**src/rtl/fetch_unit.sv**
```systemverilog
// Instruction-fetch stage: owns the PC, drives imem, fills the IF/ID register.
// Handles decode stalls, execute redirects, HALT and illegal-target faults.
module fetch_unit #(
  parameter int              PC_W      = 10,
  parameter int              INSTR_W   = 16,
  parameter int              MEM_DEPTH = 1000,
  parameter logic [PC_W-1:0] RESET_PC  = '0,
  parameter logic [3:0]      HALT_OP   = 4'hF
) (
  input  logic               clk,
  input  logic               rst,
  input  logic               stall_i,
  input  logic               redirect_i,
  input  logic [PC_W-1:0]    redirect_pc_i,
  input  logic               resume_i,
  input  logic [INSTR_W-1:0] instr_i,
  output logic [PC_W-1:0]    pc_o,
  output logic               imem_en_o,
  output logic [INSTR_W-1:0] ifid_instr_o,
  output logic [PC_W-1:0]    ifid_pc_o,
  output logic               ifid_valid_o,
  output logic               halted_o,
  output logic               fault_o
);

  typedef enum logic [1:0] {
    S_RUN,
    S_HALT,
    S_FAULT
  } state_t;

  localparam logic [PC_W:0]   LP_DEPTH = (PC_W+1)'(MEM_DEPTH);
  localparam logic [PC_W-1:0] LP_LAST  = PC_W'(MEM_DEPTH - 1);

  state_t               r_state, w_state_n;
  logic [PC_W-1:0]      r_pc, w_pc_n;
  logic [INSTR_W-1:0]   r_instr, w_instr_n;
  logic [PC_W-1:0]      r_ifpc, w_ifpc_n;
  logic                 r_valid, w_valid_n;
  logic [PC_W-1:0]      w_pc_inc;
  logic                 w_bad_tgt;
  logic                 w_is_halt;

  assign w_pc_inc  = (r_pc == LP_LAST) ? '0 : r_pc + 1'b1;
  assign w_bad_tgt = {1'b0, redirect_pc_i} >= LP_DEPTH;
  assign w_is_halt = instr_i[INSTR_W-1 -: 4] == HALT_OP;

  always_ff @(posedge clk) begin
    if (rst) begin
      r_state <= S_RUN;
      r_pc    <= RESET_PC;
      r_instr <= '0;
      r_ifpc  <= '0;
      r_valid <= 1'b0;
    end else begin
      r_state <= w_state_n;
      r_pc    <= w_pc_n;
      r_instr <= w_instr_n;
      r_ifpc  <= w_ifpc_n;
      r_valid <= w_valid_n;
    end
  end

  always_comb begin
    w_state_n = r_state;
    w_pc_n    = r_pc;
    w_instr_n = r_instr;
    w_ifpc_n  = r_ifpc;
    w_valid_n = r_valid;
    if (redirect_i && r_state != S_FAULT) begin
      // Flush the wrong-path instruction; bad targets freeze the PC.
      w_valid_n = 1'b0;
      if (w_bad_tgt) begin
        w_state_n = S_FAULT;
      end else begin
        w_pc_n    = redirect_pc_i;
        w_state_n = S_RUN;
      end
    end else begin
      unique case (1'b1)
        r_state == S_RUN: begin
          if (!stall_i) begin
            w_instr_n = instr_i;
            w_ifpc_n  = r_pc;
            w_valid_n = 1'b1;
            if (w_is_halt) w_state_n = S_HALT;
            else           w_pc_n    = w_pc_inc;
          end
        end
        r_state == S_HALT: begin
          if (!stall_i) w_valid_n = 1'b0;
          if (resume_i) begin
            w_pc_n    = w_pc_inc;
            w_state_n = S_RUN;
          end
        end
        default: begin
          w_valid_n = 1'b0;
        end
      endcase
    end
  end

  assign pc_o         = r_pc;
  assign imem_en_o    = (r_state == S_RUN) & ~stall_i;
  assign ifid_instr_o = r_instr;
  assign ifid_pc_o    = r_ifpc;
  assign ifid_valid_o = r_valid;
  assign halted_o     = r_state == S_HALT;
  assign fault_o      = r_state == S_FAULT;

endmodule

```
**config.mk**
```make
export PLATFORM = sky130hd
export DESIGN_NAME = fetch_unit
export DESIGN_NICKNAME = d
export VERILOG_FILES = /design/src/rtl/fetch_unit.sv
export SDC_FILE = /design/constraint.sdc
export NUM_CORES = 1
export LEC_CHECK = 0
export ABC_AREA = 1
export CORE_UTILIZATION = 48
export CTS_CLUSTER_DIAMETER = 30
export DETAILED_ROUTE_END_ITERATION = 10
export GPL_TIMING_DRIVEN = 0
export PLACE_DENSITY = 0.85
export REMOVE_ABC_BUFFERS = 1
export SYNTH_ARGS = -nofsm -noshare
export SYNTH_HDL_FRONTEND = slang
export SYNTH_SLANG_ARGS = --single-unit
```
**constraint.sdc**
```tcl
create_clock -name clk -period 2.52 [get_ports clk]
set_input_delay 0.378 -clock clk [delete_from_list [all_inputs] [get_ports clk]]
set_output_delay 0.378 -clock clk [all_outputs]
set_load 0.01 [all_outputs]
```
== Word-level counts from Yosys, hierarchy flattened ==
Cells that the tools add are included.
Storage, ports and cells
  flip-flop bits (word level): 39
  bits of input ports: 31
  output and inout bits: 40
Cells by class
  $add $sub $neg: 1
  magnitude comparators: 1
  equal/unequal tests: 12
  muxes and demuxes: 16
  bitwise logic cells: 3
  reduce and logical (&&, ||, !) cells: 8
Operators by type and width (number)
  2-to-1 mux 10 bit: 6
  case mux 10 bit (2 select lines): 1
  adder 10 x 1 -> 10 bit (second input constant): 1
  equality test 10 bit (second input constant): 1
  greater-or-equal comparator 10 bit (second input constant): 1
  2-to-1 mux 2 bit: 5
  inequality test 3 bit (second input constant): 3
  inequality test 2 bit (second input constant): 4
  AND reduction 5 bit: 1
  equality test 4 bit (second input constant): 1
  case mux 2 bit (2 select lines): 1
  AND reduction 4 bit: 1
  inequality test 3 x 2 -> 1 bit (second input constant): 1
  AND reduction 3 bit: 1
  nonzero test 3 bit: 1
  equality test 2 x 1 -> 1 bit (second input constant): 1
  equality test 2 bit (second input constant): 1
  zero test 2 bit: 1
  2-to-1 mux 1 bit: 2
  inverter 1 bit: 2
  case mux 1 bit (2 select lines): 1
  AND reduction 2 bit: 1
  OR reduction 2 bit: 1
  bitwise AND 1 bit: 1
  logical AND 1 bit: 1

== Depth between registers and ports, before layout ==
  depth after elaboration: 6
  mapped depth: 11
  depth with buffers taken out: 10

== Worst setup path before layout ==
Ideal clock, no wire load.
  path type: reg2reg
  start: register r_pc[1], in the netlist pc_o[1]
  end: register r_pc[5], in the netlist pc_o[5]
  data arrival time: 1.274 ns
  slack: 1.133 ns
  stages on the path, launching flop included: 9
  buffers on the path: 0
  cells stage by stage: dfxtp_1 -> ha_1 -> nand2_1 -> nor2_1 -> nand3_1 -> nand2_1 -> nor2_1 -> nor2_1 -> nor2_1
On the way
  longest elaborated chain between the ends: 6
  elaborated cells on any way between the ends: 8
  those cells by class: add/sub (1); eq/ne (1); mux (6)
RTL lines
  start, declared: line 36  | logic [PC_W-1:0] r_pc, w_pc_n;
  start signal, assigned: line 57  | r_pc <= w_pc_n;
  adder 10 x 1 -> 10 bit or equality test 10 bit (tied branches): line 44  | assign w_pc_inc = (r_pc == LP_LAST) ? '0 : r_pc + 1'b1;
  2-to-1 mux 10 bit (*): line 44
  2-to-1 mux 10 bit: line 86  | if (w_is_halt) w_state_n = S_HALT;
  2-to-1 mux 10 bit: line 82  | if (!stall_i) begin
  case mux 10 bit (2 select lines) (*): line 80  | unique case (1'b1)
  2-to-1 mux 10 bit (*): line 70  | if (redirect_i && r_state != S_FAULT) begin
Every way passes the cells marked *; elsewhere a longest branch is shown, timed or not. The select of a mux whose other input is x is not followed.
A chain may end at the register's enable or synchronous reset.

== Worst setup path in the final report ==
  start: register r_state[1]
  end: output imem_en_o
On the way
  longest elaborated chain between the ends: 2
RTL lines
  start, declared: line 35  | state_t r_state, w_state_n;
  start signal, assigned: line 56  | r_state <= w_state_n;
  zero test 2 bit: line 105  | assign imem_en_o = (r_state == S_RUN) & ~stall_i;
  bitwise AND 1 bit: line 105
  end, declared: line 18  | output logic imem_en_o,
No other way between the ends.

==> impl_results.md <==
* Die width at 65.7 um
* Crit path max fanout at 13
* Pleak at 1.13 nW
* CP Launch Point: r_state[1]
* DP HPWL at roughly 3.4 mm
* Crit Path Class: reg -> out
* Mapped Area at around 0.0019 sq mm
* Syn. warnings at 0
* Busiest layer in global routing: met2
* Clock Sinks at 39
* First-pass GRT wire length at a little over 8 mm
* Max frequency at 0.430 GHz
* Most frequent cells in the layout: 85 x nand2_1, 70 x clkdlybuf4s50_1, 46 x nand3_1, 40 x nor2_1, 39 x dfxtp_1
* RSZ-0062 raised after global routing: no
* Worst min-delay path class: reg -> reg
* Vias at 2102
* Buffers on Ports at 70
* Initial antenna violation count at 0
* Met3 usage at approximately 6.8%
* Synth Area in Compound Gates at about a tenth
* VDD IR max at around 0.34 mV
* Reg clk slew, reported paths at approximately 0.08 ns
* Die Area at ~0.0043 sq mm
* Share of layout cells above drive strength 1 at 4.97%
* Most common cell after layout, fill and taps aside: nand2_1
* CTS Buf Count at 5
* Critical Path, Cell by Cell: nor2_1 > inv_1 > nor2_2 > clkdlybuf4s50_1
* N_diodes at 0
* Max_slew headroom at roughly 27%
* Setup violators final at 0
* Final Power at 1.69 mW
* Die span in y at ~66 um
* Clock root cell: clkbuf_8
* Distinct cell type count after synthesis at 22
* CTS Hold Bufs at 0
* Tcrit/Tclk final at roughly 90%
* Vias per Instance at a little over 5
* Core area at between 0.003 and 0.004 sq mm
* CTS tree: done
* Setup Buffers After CTS at 0
* Fin. Hold Viols at 0
* Power per cell area at 609 mW/mm^2
* CP startpoint kind: flip-flop
* WHS Path Cells at 2
* Wire per inst at between 10 and 15 um
* Grt ovf at 0
* Met1 Usage GRT at a little under a third
* Initial DRC count at roughly 130
* Area grow syn2layout at 42.4%
* Met2 Use GR at between 30% and 40%
* Post-CTS Resized at 1
* Mux contribution to synthesized area at 0%
* Detailed Routing Iterations Pass 1 at 4
* Worst-Margin Slew at 1.09 ns
* Worst Clk Skew at about 0.0044 ns
* Top-Level Pins at 71
* Max Cap Viol at 0
* FP Rows at 22
* XOR/XNOR share of the synthesized area at 0%
* Synth Register Bits at 39
* Fin. max-slew vios at 0
* Clk_lat worst skew at slightly below 0.3 ns
* R2r startpoint: r_state[1]
* Antenna-violating nets left at 0
* Minimum clock period at approximately 2.3 ns
* Layout Nets at just under 400
* Worst Setup End Kind: output pin
* WP data required at about 2.1 ns
* Sequential-to-total area share from yosys stat at between 40% and 50%
* CP max stage cell: clkdlybuf4s50_1
* Gr usage total at around a quarter
* Hold Path Origin: ifid_pc_o[7]
* Main combinational cell family by area after synthesis: simple AND/OR/NAND/NOR gates
* Vias in the first global route at around 1800
* WL final at a little under 5 mm
* Clock buffer depth at 2
* Largest stage delay on the critical path at 0.64 ns
* Starting density of the core at between 50% and 60%
* Post-synthesis simple-gate area fraction at 40.4%
* H-tree levels at 2
* DR DRC count at 0
* Routability Congestion at 0.798
* Pin count of the biggest net entering global routing at 31
* Post-Syn Area per Cell at between 6 and 7 sq um
* Reg2reg path depth at 7
* Status: complete, no violations
* Syn Inst Count at about 300
* CP arrival at 1.95 ns
* Adder-cell share of the synthesized area at less than 1%
* Final Core Density at around three quarters
## power breakdown
group | switching (mW) | leakage [nW] | internal (mW)
logic | 0.191 | 0.748 | 0.182
clock network | 0.217 | 0.0654 | 0.396
registers | 0.0463 | 0.319 | 0.659
## stage by stage
step	worst slack, ns	hold slack, ns	cell area (sq um)	setup TNS, ns	std cells
floorplan	-0.0574	0.447	1860	-1.49	283
global placement	-1.28	0.448	2620	-34.02	401
detailed placement	-0.296	0.453	2640	-7.02	402
CTS	0.180	0.462	2780	0	410
global route	0.0387	0.474	2780	0	410
finish	0.192	0.460	2780	0	410
## synthesized netlist by cell type (all sizes together)
master	number	share of area, %
buf	8	2.8
clkbuf	6	1.7
dfxtp	39	40
nand2	91	19
nor3	1	0.26
o21a	1	0.39
nand4	1	0.32
inv	23	4.4
nand3	47	13
a211oi	1	0.39
o21ai	6	1.5
ha	1	0.64
a21oi	30	7.7
nor2	42	8.5
## metal layers
| layer | up-vias | share of wire (%) |
|---|---|---|
| met5 | - | 0 |
| met4 | 0 | 1.8 |
| met3 | 6 | 7.0 |
| met2 | 74 | 45 |
| met1 | 941 | 46 |
| li1 | 1081 | - |
## registers in the layout (all words and copies together) (netlist names)
| name | cells |
|---|---|
| ifid_pc_o | 10 |
| pc_o | 10 |
| ifid_valid_o | 1 |
| ifid_instr_o | 16 |
| r_state | 2 |
## path summary, 6_finish.rpt
check / to / slack [ns]
max: imem_en_o / 0.19
min reg2reg: ifid_pc_o[7] / 0.46
min: ifid_pc_o[7] / 0.46
max reg2reg: ifid_instr_o[0] / 0.51
## area by class of cell
class                           count  area (sq um)
Clock buffer                        6          72.6
Clock inverter                      2          60.1
Fill cell                         333           995
Inverter                           23          86.3
Multi-Input combinational cell    221          1000
Sequential cell                    39           781
Tap cell                           48          60.1
Timing Repair Buffer               71           716
## kinds of logic (layout without fill, tap and decap cells)
logic type | after synthesis | in the layout
AND/OR/NAND/NOR | 182 | 182
flip-flops | 39 | 39
AO/OA/AOI/OAI | 38 | 38
buffers and inverters | 37 | 102
adder cells (fa/ha/maj) | 1 | 1
## critical path: cells and delay by family, from the launching register on
kind / cells / cell delay [ns]
AND/OR/NAND/NOR: 2 / 0.60
buffers and inverters: 2 / 0.71
flip-flops: 1 / 0.36
(Power assumes the default switching activity.)
